## src/rtl/ram_arbiter.sv

```systemverilog
// ram_arbiter: round-robin A/B access controller and clear sequencer for the 8x8 synchronous ram.
module ram_arbiter (
  input  logic       clk,
  input  logic       rst,
  input  logic       a_req,
  input  logic       a_we,
  input  logic [2:0] a_addr,
  input  logic [7:0] a_wdata,
  output logic       a_gnt,
  output logic       a_done,
  output logic [7:0] a_rdata,
  input  logic       b_req,
  input  logic       b_we,
  input  logic [2:0] b_addr,
  input  logic [7:0] b_wdata,
  output logic       b_gnt,
  output logic       b_done,
  output logic [7:0] b_rdata,
  input  logic       clr_req,
  output logic       clr_done,
  output logic       busy,
  output logic       ram_rst,
  output logic       ram_w,
  output logic [2:0] ram_addr,
  output logic [7:0] ram_din,
  input  logic [7:0] ram_dout
);
  typedef enum logic [1:0] {IDLE, ISSUE, RWAIT, CLEAR} state_t;
  state_t state, state_n;
  logic owner, owner_n, ptr, ptr_n, pick_b;
  logic a_gnt_n, b_gnt_n, a_done_n, b_done_n, clr_done_n, ram_w_n;
  logic [2:0] ram_addr_n;
  logic [7:0] ram_din_n, a_rdata_n, b_rdata_n;
  // ptr = 1 means B was granted last, so A wins the next tie
  assign pick_b = b_req & (~a_req | ~ptr);
  always_comb begin
    state_n = state;
    owner_n = owner;
    ptr_n = ptr;
    a_gnt_n = 1'b0;
    b_gnt_n = 1'b0;
    a_done_n = 1'b0;
    b_done_n = 1'b0;
    clr_done_n = 1'b0;
    ram_w_n = 1'b0;
    ram_addr_n = ram_addr;
    ram_din_n = ram_din;
    a_rdata_n = a_rdata;
    b_rdata_n = b_rdata;
    case (state)
      IDLE: begin
        if (clr_req) state_n = CLEAR;
        else if (a_req | b_req) begin
          state_n = ISSUE;
          owner_n = pick_b;
          ptr_n = pick_b;
          a_gnt_n = ~pick_b;
          b_gnt_n = pick_b;
          ram_w_n = pick_b ? b_we : a_we;
          ram_addr_n = pick_b ? b_addr : a_addr;
          ram_din_n = pick_b ? b_wdata : a_wdata;
        end
      end
      ISSUE: begin
        state_n = ram_w ? IDLE : RWAIT;
        a_done_n = ram_w & ~owner;
        b_done_n = ram_w & owner;
      end
      RWAIT: begin
        state_n = IDLE;
        a_done_n = ~owner;
        b_done_n = owner;
        a_rdata_n = owner ? a_rdata : ram_dout;
        b_rdata_n = owner ? ram_dout : b_rdata;
      end
      default: begin
        state_n = IDLE;
        clr_done_n = 1'b1;
      end
    endcase
  end
  always_ff @(posedge clk or posedge rst) begin
    if (rst) begin
      state <= IDLE;
      owner <= 1'b0;
      ptr <= 1'b1;
      a_gnt <= 1'b0;
      b_gnt <= 1'b0;
      a_done <= 1'b0;
      b_done <= 1'b0;
      a_rdata <= '0;
      b_rdata <= '0;
      clr_done <= 1'b0;
      busy <= 1'b0;
      ram_rst <= 1'b0;
      ram_w <= 1'b0;
      ram_addr <= '0;
      ram_din <= '0;
    end else begin
      state <= state_n;
      owner <= owner_n;
      ptr <= ptr_n;
      a_gnt <= a_gnt_n;
      b_gnt <= b_gnt_n;
      a_done <= a_done_n;
      b_done <= b_done_n;
      a_rdata <= a_rdata_n;
      b_rdata <= b_rdata_n;
      clr_done <= clr_done_n;
      busy <= state_n != IDLE;
      ram_rst <= state_n == CLEAR;
      ram_w <= ram_w_n;
      ram_addr <= ram_addr_n;
      ram_din <= ram_din_n;
    end
  end
endmodule

```

## config.mk

```make
export PLATFORM = sky130hd
export DESIGN_NAME = ram_arbiter
export DESIGN_NICKNAME = d
export VERILOG_FILES = /design/src/rtl/ram_arbiter.sv
export SDC_FILE = /design/constraint.sdc
export NUM_CORES = 1
export LEC_CHECK = 0
export CAP_MARGIN = 20
export CORE_MARGIN = 10
export CORE_UTILIZATION = 41
export CTS_CLUSTER_DIAMETER = 120
export DETAILED_ROUTE_END_ITERATION = 10
export GPL_TIMING_DRIVEN = 0
export PLACE_DENSITY = 0.84
export SYNTH_ARGS = -nofsm -noshare
export SYNTH_HDL_FRONTEND = slang
export SYNTH_SLANG_ARGS = --single-unit
```

## constraint.sdc

```tcl
create_clock -name clk -period 1.55 [get_ports clk]
set_clock_uncertainty 0.05 [all_clocks]
set_input_delay 0.465 -clock clk [delete_from_list [all_inputs] [get_ports clk]]
set_output_delay 0.465 -clock clk [all_outputs]
set_load 0.1 [all_outputs]
```

Word level (Yosys, flattened, before mapping)
Index checks and enable logic that the tools add are counted.
{ "classes": {"n_eq_ne": 3, "n_mux": 19, "bitwise_logic": 10, "n_reduce_logical": 6} }
{ "ops": {"columns": ["operator", "count"], "rows": [
  ["two-way mux 1 bit", 11],
  ["two-way mux 8 bit", 1],
  ["two-way mux 2 bit", 3],
  ["NOT 1 bit", 5],
  ["== test 2 bit, second input constant", 2],
  ["case mux 1 bit (2 select lines)", 2],
  ["case mux 2 bit (2 select lines)", 1],
  ["AND reduction 2 bit", 2],
  ["AND 1 bit", 3],
  ["two-way mux 3 bit", 1],
  ["AND reduction 3 bit", 1],
  ["OR reduction 3 bit", 1],
  ["== test 2 x 1 -> 1 bit, second input constant", 1],
  ["zero test 2 bit", 1],
  ["OR 1 bit", 2],
  ["nonzero test 2 bit", 1]
]} }
{ "word_totals": {"ff_bits": 39, "in_bits": 37} }

Logic depth before layout (Yosys ltp)
{ "depth": {"word_depth": 7, "depth_mapped": 6, "depth_no_buf": 5} }

Worst setup path before layout
No wires, ideal clock.
{ "synth_path": {"path_kind": "reg-to-reg", "from": "register ram_w", "to": "register busy", "setup_ns": 0.131, "t_arrival_ns": 1.294, "setup_slack_ns": 0.075, "path_stages_with_launch": 3, "n_path_buf": 0, "period_less_slack_ns": 1.475, "path_cell_list": "dfrtp_1 -> o221a_2 -> nand2_1"} }
{ "synth_between": {"elab_chain_cells": 3} }
{ "synth_rtl": {"columns": ["item", "line", "source"], "rows": [
  ["start: declaration", "23", "output logic ram_w,"],
  ["start signal: assignment", "112", "ram_w <= ram_w_n;"],
  ["two-way mux 2 bit", "65", "state_n = ram_w ? IDLE : RWAIT;"],
  ["case mux 2 bit (2 select lines)", "50", "case (state)"],
  ["nonzero test 2 bit", "110", "busy <= state_n != IDLE;"],
  ["end signal: assignment", "94", "busy <= 1'b0;"],
  ["end signal: assignment", "110", null],
  ["end: declaration", "21", "output logic busy,"]
]} }
Every way passes these cells.
A chain may end at the register's enable or synchronous reset.

Worst setup path after layout
{ "layout_path": {"from": "register ram_w", "to": "output ram_w"} }
No word-level cell between the ends.

==> reports/qor.csv <==
stage;metric;value;unit
floorplanning;start_util;43.43;%
detailed_routing;drc;0;
detailed_routing;via_count;1340;
synth;yosysTopAreaCell;dfrtp_1;
clocking;cts_tree;built;
clocking;cts_root_buf;clkbuf_8;
place;dpl_worst_slack;-0.4945;ns
sta;drv_slew;0;
synth;yosysSeqAreaShare;59.66;%
clocking;cts_max_level;2;
sta;fmax;667.2;MHz
worst_hold_path;hold_path_class;reg2reg;
floorplanning;die_h;83.21;um
synth;synth.area.top_cells;dfrtp_1 58%, mux2_2 11%, nand2_1 6.6%;
finish;final_core_util;66.16;%
clocking;cts-buffers-inserted;5;
synth;synth_area;1638;um^2
place;portBuffers;71;
detailed_routing;first_pass_iters;4;
floorplanning;rows;22;
flow_run;cap_violations;0;
status;outcome;finished clean;
synth;synth_top_cell_area_share;58.06;%
worst_setup_path;critical_path.slowest_cell;dfrtp_1;
detailed_routing;drt-initial-drc-count;25;
floorplanning;io-pin-count;72;
worst_setup_path;crit_path_max_incr_delay;0.39;ns
synth;ys_ff_latch;39;
detailed_routing;dr.max_layer_used;met4;
place;post_dp_cell_area;2409;um^2
clocking;cts.sinks;39;
synth;synth_cell_types;23;
detailed_routing;avgRoutedWirePerCell;15.83;um
worst_setup_path;crit_chain;buf_4;
global_route;grt_pass1_vias;1420;
sta;worst_slack;0.05130;ns
floorplanning;placeableCoreArea;3771;um^2
sta;timing.hold.ws;0.4603;ns
worst_setup_path;crit_type;reg2out;
finish;final_common_cell;buf_4;
worst_setup_path;rrSetupSlack;0.06;ns
clocking;clock_path_buffers;2;
place;dp_hpwl;3335;um
place;routabilityCongestion;0.7797;
worst_setup_path;crit_buf_inv;1;
global_route;grt_max_degree;40;
finish;nets;264;
sta;max_slew_margin;48.05;%
sta;hold_viol;0;
finish;fin_area;2495;um^2
floorplanning;die-area;6923;um^2
synth;syn_area_per_cell;11.62;um^2
clocking;clock_latency;0.28;ns
global_route;grt-ovfl-total;0;
sta;worst_pin_slew;0.7782;ns
worst_setup_path;path_delay_family;flip-flops;
synth;synth_nets;182;
worst_setup_path;cp_data_arrival_time;0.98;ns
sta;final-setup-viol-count;0;
detailed_routing;routed_wl;4306;um
floorplanning;die_x;83.21;um
synth;syn-instance-count;141;
global_route;grtUsageTotal;11.75;%
worst_setup_path;cp_max_fo;3;
sta;period_needed;1.499;ns
clocking;path_clk_slew;0.08;ns
detailed_routing;wl_met3;495;um
finish;syn_to_final_growth;52.33;%
global_route;antenna_found_initial;0;
finish;final_cell_mix;39 x buf_4, 38 x dfrtp_1, 33 x clkdlybuf4s50_1;
worst_setup_path;required;1.03;ns
worst_setup_path;startpoint_type;flip-flop;
detailed_routing;routed_via_density;4.926;
synth;yosys_warnings;0;
global_route;grt_pass1_wl;6824;um
finish;antenna_cells;0;
detailed_routing;routedLengthMet1;1820;um
worst_setup_path;endpoint_kind;output pin;
sta;period_share;96.69;%
finish;drive_above_1_share;35.71;%
detailed_routing;wl_met2;1968;um
detailed_routing;ant_nets;0;
[worst paths after layout]
path	cells after the start	endpoint	from
max in group asynchronous	2	a_gnt	rst
hold / removal	1	b_rdata[3]	b_rdata[3]
hold reg to reg	1	b_rdata[3]	b_rdata[3]
min in group asynchronous	2	b_rdata[0]	rst
setup / recovery	1	ram_w	ram_w
setup reg to reg	6	ram_din[1]	state[1]
[routing by layer]
layer / global-route usage [%] / up-vias
met5: 0 / -
met1: 12.64 / 633
met2: 19.13 / 57
met3: 6.836 / 2
li1: - / 648
met4: 3.231 / 0
[area by class of cell]
type | instances | area [um^2]
Clock inverter | 2 | 35.03
Fill cell | 315 | 1276
Multi-Input combinational cell | 89 | 605.6
Sequential cell | 39 | 977.2
Clock buffer | 6 | 82.58
Tap cell | 48 | 60.06
Inverter | 6 | 22.52
Timing Repair Buffer | 75 | 653.1
Buffer | 7 | 58.81
[flip-flops by register name, indices dropped and copies added, names as in the netlist, 2 cells and up]
| name | count |
|---|---|
| a_rdata | 8 |
| b_rdata | 8 |
| ram_addr | 3 |
| ram_din | 8 |
| state | 2 |
[cell families (layout without fill, tap and decap cells)]
group | after synthesis | count (layout) | synth area share (%)
AND/OR/NAND/NOR | 38 | 38 | 10.24
AO/OA/AOI/OAI | 31 | 31 | 11.77
adder cells (fa/ha/maj) | 4 | 4 | 3.056
multiplexers | 16 | 16 | 11.00
flip-flops | 39 | 39 | 59.66
buffers and inverters | 13 | 96 | 4.278
[timing repair]
action | in CTS | in global routing
hold buffers | 0 | 0
gates resized for setup | 215 | 7
endpoints found under the setup margin | 59 | 14
endpoints found under the hold margin | 0 | 0
buffers inserted | 2 | 2
[synth_stat cells]
| master | instances |
|---|---|
| inv_1 | 6 |
| ha_1 | 4 |
| and2b_1 | 1 |
| nor3b_1 | 1 |
| a21boi_2 | 1 |
| nand2b_1 | 1 |
| or2_1 | 1 |
| nor2_1 | 2 |
| nand2_1 | 29 |
| buf_6 | 2 |
| a21o_1 | 1 |
| buf_2 | 5 |
| dfstp_2 | 1 |
| and2_4 | 1 |
| dfrtp_1 | 38 |
| a31oi_1 | 12 |
| mux2_2 | 16 |
| a21bo_2 | 1 |
| o31ai_1 | 1 |
| o221a_2 | 1 |
| and3b_1 | 1 |
| and2_1 | 1 |
| a21oi_1 | 14 |
[stage by stage]
step                      TNS (ns)  cells
after global routing      -0.03079    272
after floorplan                  0    141
after global placement      -45.19    260
final                            0    272
after detailed placement    -21.85    260
after CTS                        0    270
Power is left out: the tool's default activity adds up to more than one toggle a clock period on the data nets, which glitch-free logic cannot reach.
